## src/rtl/lcd_rgb_rx.sv

```systemverilog
// LCD RGB parallel-interface receiver: captures DE-qualified pixels, tracks x/y
// position and measures line/frame timing to report a stable (locked) video mode.
module lcd_rgb_rx #(
    parameter int HS_ACT_HIGH = 0,
    parameter int VS_ACT_HIGH = 0,
    parameter int CNT_W       = 12
) (
    input  logic             sys_clk,
    input  logic             sys_rst_n,
    input  logic             lcd_de,
    input  logic             lcd_hs,
    input  logic             lcd_vs,
    input  logic [23:0]      lcd_rgb,
    output logic             pix_valid,
    output logic [23:0]      pix_data,
    output logic             pix_sof,
    output logic             pix_eol,
    output logic [CNT_W-1:0] pix_x,
    output logic [CNT_W-1:0] pix_y,
    output logic [CNT_W-1:0] h_active,
    output logic [CNT_W-1:0] h_total,
    output logic [CNT_W-1:0] v_active,
    output logic [CNT_W-1:0] v_total,
    output logic             locked,
    output logic             line_err
);

    typedef enum logic [1:0] {
        IDLE  = 2'd0,
        SYNC  = 2'd1,
        FRAME = 2'd2
    } state_t;

    localparam logic [CNT_W-1:0] CNT_MAX = {CNT_W{1'b1}};
    localparam logic [CNT_W-1:0] CNT_ONE = {{(CNT_W-1){1'b0}}, 1'b1};

    function automatic logic [CNT_W-1:0] sat_inc(input logic [CNT_W-1:0] v);
        return (v == CNT_MAX) ? v : v + CNT_ONE;
    endfunction

    state_t state, state_nxt;

    logic        hs_in, vs_in;
    logic        s1_de, s2_de, s1_hs, s2_hs, s1_vs, s2_vs;
    logic [23:0] s1_rgb, s2_rgb;

    logic [CNT_W-1:0] hcnt;        // cycles since last hs edge
    logic [CNT_W-1:0] de_cnt;      // s2 DE-high cycles in current line
    logic [CNT_W-1:0] ln_cnt;      // DE lines in current frame
    logic [CNT_W-1:0] hl_cnt;      // hs edges in current frame
    logic [CNT_W-1:0] first_len;
    logic             first_seen;
    logic             hs_seen;
    logic [CNT_W-1:0] prev_ha, prev_ht, prev_va, prev_vt;
    logic             prev_ok;

    // Syncs are folded to active-high before the synchroniser, so a cleared
    // register always means "sync deasserted" regardless of panel polarity.
    assign hs_in = (HS_ACT_HIGH != 0) ? lcd_hs : ~lcd_hs;
    assign vs_in = (VS_ACT_HIGH != 0) ? lcd_vs : ~lcd_vs;

    // NOTE: sequential state uses non-blocking (<=) so every register samples
    // pre-edge values; blocking here would turn the s1->s2 pipe into one stage.
    always_ff @(posedge sys_clk or negedge sys_rst_n) begin
        if (!sys_rst_n) begin
            s1_de  <= 1'b0;
            s2_de  <= 1'b0;
            s1_hs  <= 1'b0;
            s2_hs  <= 1'b0;
            s1_vs  <= 1'b0;
            s2_vs  <= 1'b0;
            s1_rgb <= '0;
            s2_rgb <= '0;
        end else begin
            s1_de  <= lcd_de;
            s2_de  <= s1_de;
            s1_hs  <= hs_in;
            s2_hs  <= s1_hs;
            s1_vs  <= vs_in;
            s2_vs  <= s1_vs;
            s1_rgb <= lcd_rgb;
            s2_rgb <= s1_rgb;
        end
    end

    logic vs_rise, vs_fall, hs_rise, de_rise, de_fall;
    logic in_frame, timeout, line_end, frame_start, frame_end, len_bad;
    logic [CNT_W-1:0] line_len, ha_fin, ht_fin, va_fin, vt_fin;
    logic             err_fin, meas_same;

    assign vs_rise = s1_vs & ~s2_vs;
    assign vs_fall = ~s1_vs & s2_vs;
    assign hs_rise = s1_hs & ~s2_hs;
    assign de_rise = s1_de & ~s2_de;
    assign de_fall = ~s1_de & s2_de;

    assign in_frame    = (state == FRAME);
    assign timeout     = (hcnt == CNT_MAX) && !hs_rise;
    assign line_end    = de_fall && in_frame;
    assign frame_start = (state == SYNC) && vs_fall && !timeout;
    assign frame_end   = vs_rise && in_frame && !timeout;

    // The DE-fall cycle itself is the last s2-high cycle of the line.
    assign line_len = sat_inc(de_cnt);
    assign len_bad  = line_end && first_seen && (line_len != first_len);

    // Values of the just-finished frame, folding in any same-cycle line end
    // or hs edge so a coincident vs edge never loses the last line.
    assign ha_fin  = line_end ? line_len : h_active;
    assign ht_fin  = (hs_rise && hs_seen) ? hcnt : h_total;
    assign va_fin  = line_end ? sat_inc(ln_cnt) : ln_cnt;
    assign vt_fin  = hl_cnt;
    assign err_fin = line_err | len_bad;
    assign meas_same = (ha_fin == prev_ha) && (ht_fin == prev_ht) &&
                       (va_fin == prev_va) && (vt_fin == prev_vt);

    assign pix_valid = s2_de && in_frame && !s2_vs;
    assign pix_data  = s2_rgb;
    assign pix_sof   = pix_valid && (pix_x == '0) && (pix_y == '0);
    assign pix_eol   = pix_valid && !s1_de;

    always_ff @(posedge sys_clk or negedge sys_rst_n) begin
        if (!sys_rst_n) state <= IDLE;
        else            state <= state_nxt;
    end

    // NOTE: next-state starts from a default so no path leaves it unassigned,
    // which would otherwise infer a latch.
    always_comb begin
        state_nxt = state;
        case (state)
            IDLE:    if (vs_rise) state_nxt = SYNC;
            SYNC:    if (vs_fall) state_nxt = FRAME;
            FRAME:   if (vs_rise) state_nxt = SYNC;
            default: state_nxt = IDLE;
        endcase
        if (timeout) state_nxt = IDLE;
    end

    // NOTE: every register, including the stored reference measurements, is
    // cleared by reset so a mid-frame reset leaves no stale timing behind.
    always_ff @(posedge sys_clk or negedge sys_rst_n) begin
        if (!sys_rst_n) begin
            hcnt       <= '0;
            hs_seen    <= 1'b0;
            h_total    <= '0;
            de_cnt     <= '0;
            h_active   <= '0;
            first_len  <= '0;
            first_seen <= 1'b0;
            line_err   <= 1'b0;
            ln_cnt     <= '0;
            hl_cnt     <= '0;
            v_active   <= '0;
            v_total    <= '0;
            prev_ha    <= '0;
            prev_ht    <= '0;
            prev_va    <= '0;
            prev_vt    <= '0;
            prev_ok    <= 1'b0;
            locked     <= 1'b0;
            pix_x      <= '0;
            pix_y      <= '0;
        end else begin
            hcnt <= hs_rise ? CNT_ONE : sat_inc(hcnt);

            // After a timeout the next hs edge only restarts the period count.
            if (timeout)      hs_seen <= 1'b0;
            else if (hs_rise) hs_seen <= 1'b1;

            if (hs_rise && hs_seen) h_total <= hcnt;

            if (de_rise)    de_cnt <= '0;
            else if (s2_de) de_cnt <= sat_inc(de_cnt);

            if (line_end) h_active <= line_len;

            if (frame_start) begin
                line_err   <= 1'b0;
                first_seen <= 1'b0;
            end else if (line_end) begin
                if (!first_seen) begin
                    first_len  <= line_len;
                    first_seen <= 1'b1;
                end else if (len_bad) begin
                    line_err <= 1'b1;
                end
            end

            if (vs_rise)       ln_cnt <= '0;
            else if (line_end) ln_cnt <= sat_inc(ln_cnt);

            if (vs_rise)      hl_cnt <= hs_rise ? CNT_ONE : '0;
            else if (hs_rise) hl_cnt <= sat_inc(hl_cnt);

            if (timeout) begin
                locked  <= 1'b0;
                prev_ok <= 1'b0;
            end else if (frame_end) begin
                v_active <= va_fin;
                v_total  <= vt_fin;
                prev_ha  <= ha_fin;
                prev_ht  <= ht_fin;
                prev_va  <= va_fin;
                prev_vt  <= vt_fin;
                prev_ok  <= 1'b1;
                locked   <= prev_ok && meas_same && !err_fin;
            end

            if (de_rise)        pix_x <= '0;
            else if (pix_valid) pix_x <= sat_inc(pix_x);

            if (frame_start)   pix_y <= '0;
            else if (line_end) pix_y <= sat_inc(pix_y);
        end
    end

endmodule
```

## config.mk

```make
export PLATFORM = sky130hd
export DESIGN_NAME = lcd_rgb_rx
export DESIGN_NICKNAME = d
export VERILOG_FILES = /design/src/rtl/lcd_rgb_rx.sv
export SDC_FILE = /design/constraint.sdc
export NUM_CORES = 1
export LEC_CHECK = 0
export CAP_MARGIN = 20
export CORE_MARGIN = 2
export CORE_UTILIZATION = 60
export DETAILED_ROUTE_END_ITERATION = 8
export DONT_BUFFER_PORTS = 1
export HOLD_SLACK_MARGIN = 0.03
export PLACE_DENSITY = 0.77
export SYNTH_ARGS = -nofsm -noshare
export SYNTH_HDL_FRONTEND = slang
export SYNTH_SLANG_ARGS = --single-unit
```

## constraint.sdc

```tcl
create_clock -name sys_clk -period 3.6 [get_ports sys_clk]
set_clock_uncertainty 0.05 [all_clocks]
set_input_delay 0.18 -clock sys_clk [delete_from_list [all_inputs] [get_ports sys_clk]]
set_output_delay 0.18 -clock sys_clk [all_outputs]
set_load 0.1 [all_outputs]
```

==> metrics.json <==
{
  "detailroute.via_count": 7438,
  "initial_core_util_pct": 61.0,
  "final-hold-violation-count": 217,
  "category_of_the_critical_setup_timing_path": "reg -> reg",
  "max_cap_viol_count": 0,
  "synth.cell_area_sq_um": 10100,
  "startpoint_type": "flip-flop",
  "violations_in_the_final_reports": "hold timing",
  "drt_first_iter_violations": 687,
  "clkSlewWorstSetupHoldPaths_ns": 0.07,
  "postSynthCellCount": 955,
  "gr-total-overflow": 0,
  "fin_hold_ws_ns": -0.689,
  "layout_common_cells": "217 x dfrtp_1, 106 x nor2_1, 103 x nand2_1",
  "gp_congestion": 0.934,
  "drive_above_1_share_pct": 14.6,
  "wl_mm": 23.7,
  "synthDominantCellAreaShare_pct": 53.9,
  "net_count_of_the_finished_layout": 1078,
  "critical_path_required_ns": 4.00,
  "powerDensity_nw_per_um2": 592,
  "holdCritPathClass": "in -> async",
  "finalSetupViolCount": 0,
  "critPathBufInv": 0,
  "placement.setup.worst_slack_ns": 0.505,
  "post_cts_resize_count": 0,
  "clock_sinks": 217,
  "cts.repair_timing.setup_buffer_count": 0,
  "regToRegEndpoint": "locked",
  "ctsLongestPathBuffers": 3,
  "synth.net_count": 992,
  "area_growth_pct": 17.1,
  "post-synth-top-area-cell": "dfrtp_1",
  "cts-hold-fix-buffers": 27,
  "crit_path_capture_type": "flip-flop",
  "yosys-top-cells-area": "dfrtp_1 54%, xnor2_1 4.7%, nor2_1 4.0%",
  "number_of_buffers_created_by_cts": 23,
  "synth_top_flop_cell": "dfrtp_1",
  "drc": 0,
  "grt_start_max_net_pins": 218,
  "leakage_nw": 5.56,
  "grtUsageTotal_pct": 27.3,
  "slew_limit_fails": 0,
  "worst_path_max_delay_cell": "dfrtp_1",
  "final.setup.worst_slack_ns": 0.424,
  "synth-edff-count": 0,
  "asyncSetResetFlopFracSynth_pct": 100,
  "grt_setup_unrepaired": "false",
  "setup-tns-final_ns": 0,
  "achievable-frequency_mhz": 315,
  "clock-root-buffer": "clkbuf_16",
  "ys_seq_elements": 217,
  "power.ir.vdd_worst_v": 0.000453,
  "cp_cell_sequence": "ha_1 > nand3_2 > nor4_4 > mux2i_1 > a21oi_1 > a221o_2 > nor4_2 > nand4_1 > nand2_1",
  "antenna_left": 0,
  "die_span_y_microns": 134,
  "via_count_of_the_first_global_routing_pass": 7396,
  "yosys_warnings": 0,
  "dpl.hpwl_mm": 16.2,
  "buffers_added_on_ports": 0,
  "startpoint": "de_cnt[0]",
  "number_of_detailed_route_iterations_in_the_first_pass": 5,
  "final.fill_count": 1191,
  "crit-reg2reg-launch": "de_cnt[0]",
  "detail_route.vias_per_cell": 5.82,
  "yosysSeqAreaShare_pct": 53.9,
  "syn_area_per_cell_sq_um": 10.6,
  "peak_per_stage_delay_on_the_critical_path_ns": 0.49,
  "antenna_cells": 0,
  "die-width_microns": 134,
  "run_status": "finished, violations left",
  "tritoncts_clock_tree": "built",
  "final_clock_period_utilization_by_the_worst_path_pct": 88.2,
  "ios": 130,
  "grt_pass1_wl_mm": 39.0,
  "cp_data_arrival_time_ns": 3.58,
  "synthDistinctLibCells": 78,
  "worst_r2r_path_depth": 9,
  "placementRows": 47,
  "die-area_sq_um": 17800,
  "worst_slew_pin_slew_ns": 1.03,
  "core_region_area_sq_um": 16500,
  "avgRoutedWirePerCell_microns": 18.6,
  "clk-insertion-delay-late_ns": 0.51,
  "antenna_found_initial": 0,
  "h_tree_levels": 1,
  "mostFrequentLayoutCell": "dfrtp_1",
  "rrSetupSlack_ns": 0.42,
  "crit_fanout": 8,
  "max-slew-margin-rel_pct": 31.2,
  "cpLargestDelayFamily": "simple AND/OR/NAND/NOR gates",
  "post-route-min-period_ns": 3.18
}
registers in the layout, indices dropped and copies added (netlist names), 2 cells and up:
name / count
de_cnt: 12
first_len: 12
h_active: 12
h_total: 12
hcnt: 12
hl_cnt: 12
ln_cnt: 12
pix_data: 24
pix_x: 12
pix_y: 12
prev_ha: 12
prev_ht: 12
prev_va: 12
prev_vt: 12
s1_rgb: 24
state: 2
power by group:
group | total, mW | internal [mW] | switching (mW)
registers | 3.15 | 2.67 | 0.477
logic | 1.47 | 0.485 | 0.989
clock network | 2.35 | 1.38 | 0.977
total | 6.98 | 4.54 | 2.44
cells in the mapped netlist (4+ instances only):
cell type / instances
nand4_1: 25
nand2b_1: 8
clkbuf_1: 27
a22o_1: 6
and2_1: 7
xor2_1: 42
mux2_2: 15
mux2_1: 15
o31ai_1: 5
a41oi_1: 4
nor2_1: 108
xnor2_1: 54
buf_2: 11
o21ai_0: 40
nor2b_1: 10
inv_1: 33
or3_1: 6
a21oi_1: 29
o22ai_1: 7
a31oi_1: 4
dfrtp_1: 217
nand2_1: 103
and4_1: 7
o21ai_1: 11
a2111oi_0: 4
a221oi_1: 4
ha_1: 8
a21o_1: 4
nor4b_1: 4
nand3_1: 23
nor3_1: 10
nor4_1: 9
and3_1: 20
o2111ai_1: 4
mux2i_1: 11
cell families (layout without fill, tap and decap cells):
group | Yosys count | in the layout | share of synthesized area, %
and+or+nand+nor | 364 | 364 | 18.3
DFF | 217 | 217 | 53.9
AOI/OAI and AO/OA | 149 | 149 | 9.77
xor gates and xnor gates | 101 | 101 | 9.41
buffers and inverters | 75 | 177 | 3.20
muxes | 41 | 41 | 4.45
adders and majority gates | 8 | 8 | 0.993
worst max-delay path by stage:
stage	end	depth (start not counted)	slack, ns
2_1_floorplan	pix_sof	4	0.10
3_3_place_gp	locked	9	0.59
3_5_place_dp	locked	9	0.51
4_1_cts	locked	9	0.48
5_1_grt	locked	9	0.27
6_report	locked	9	0.42
stage by stage:
stage / total power, mW / utilization (%) / hold slack [ns] / cells / instance area (sq um)
floorplan: 4.25 / - / -0.166 / 955 / 10100
global placement: 4.58 / 65.0 / -0.161 / 1208 / 10700
detailed placement: 4.62 / 65.0 / -0.161 / 1208 / 10700
CTS: 6.99 / 71.2 / -0.693 / 1276 / 11800
global route: 7.25 / 71.4 / -0.700 / 1277 / 11800
finish: 6.98 / 71.4 / -0.689 / 1277 / 11800
layer usage:
layer | track usage [%] | vias to the layer above | wire, microns
met3 | 5.18 | 55 | 1510
met2 | 45.2 | 242 | 11500
met5 | 0 | - | 0
li1 | - | 3493 | -
met1 | 36.9 | 3648 | 10000
met4 | 8.16 | 0 | 719
cell type report:
class	instances	area, sq um	share of cell area [%]
clock inverter	8	81.3	0.689
multi-input combinational	663	4350	36.9
tap	220	275	2.33
clock buffer	33	673	5.71
sequential	217	5430	46.0
inverter	33	124	1.05
timing repair buffer	103	861	7.30
Note: power is estimated with default switching activity, not from simulation.
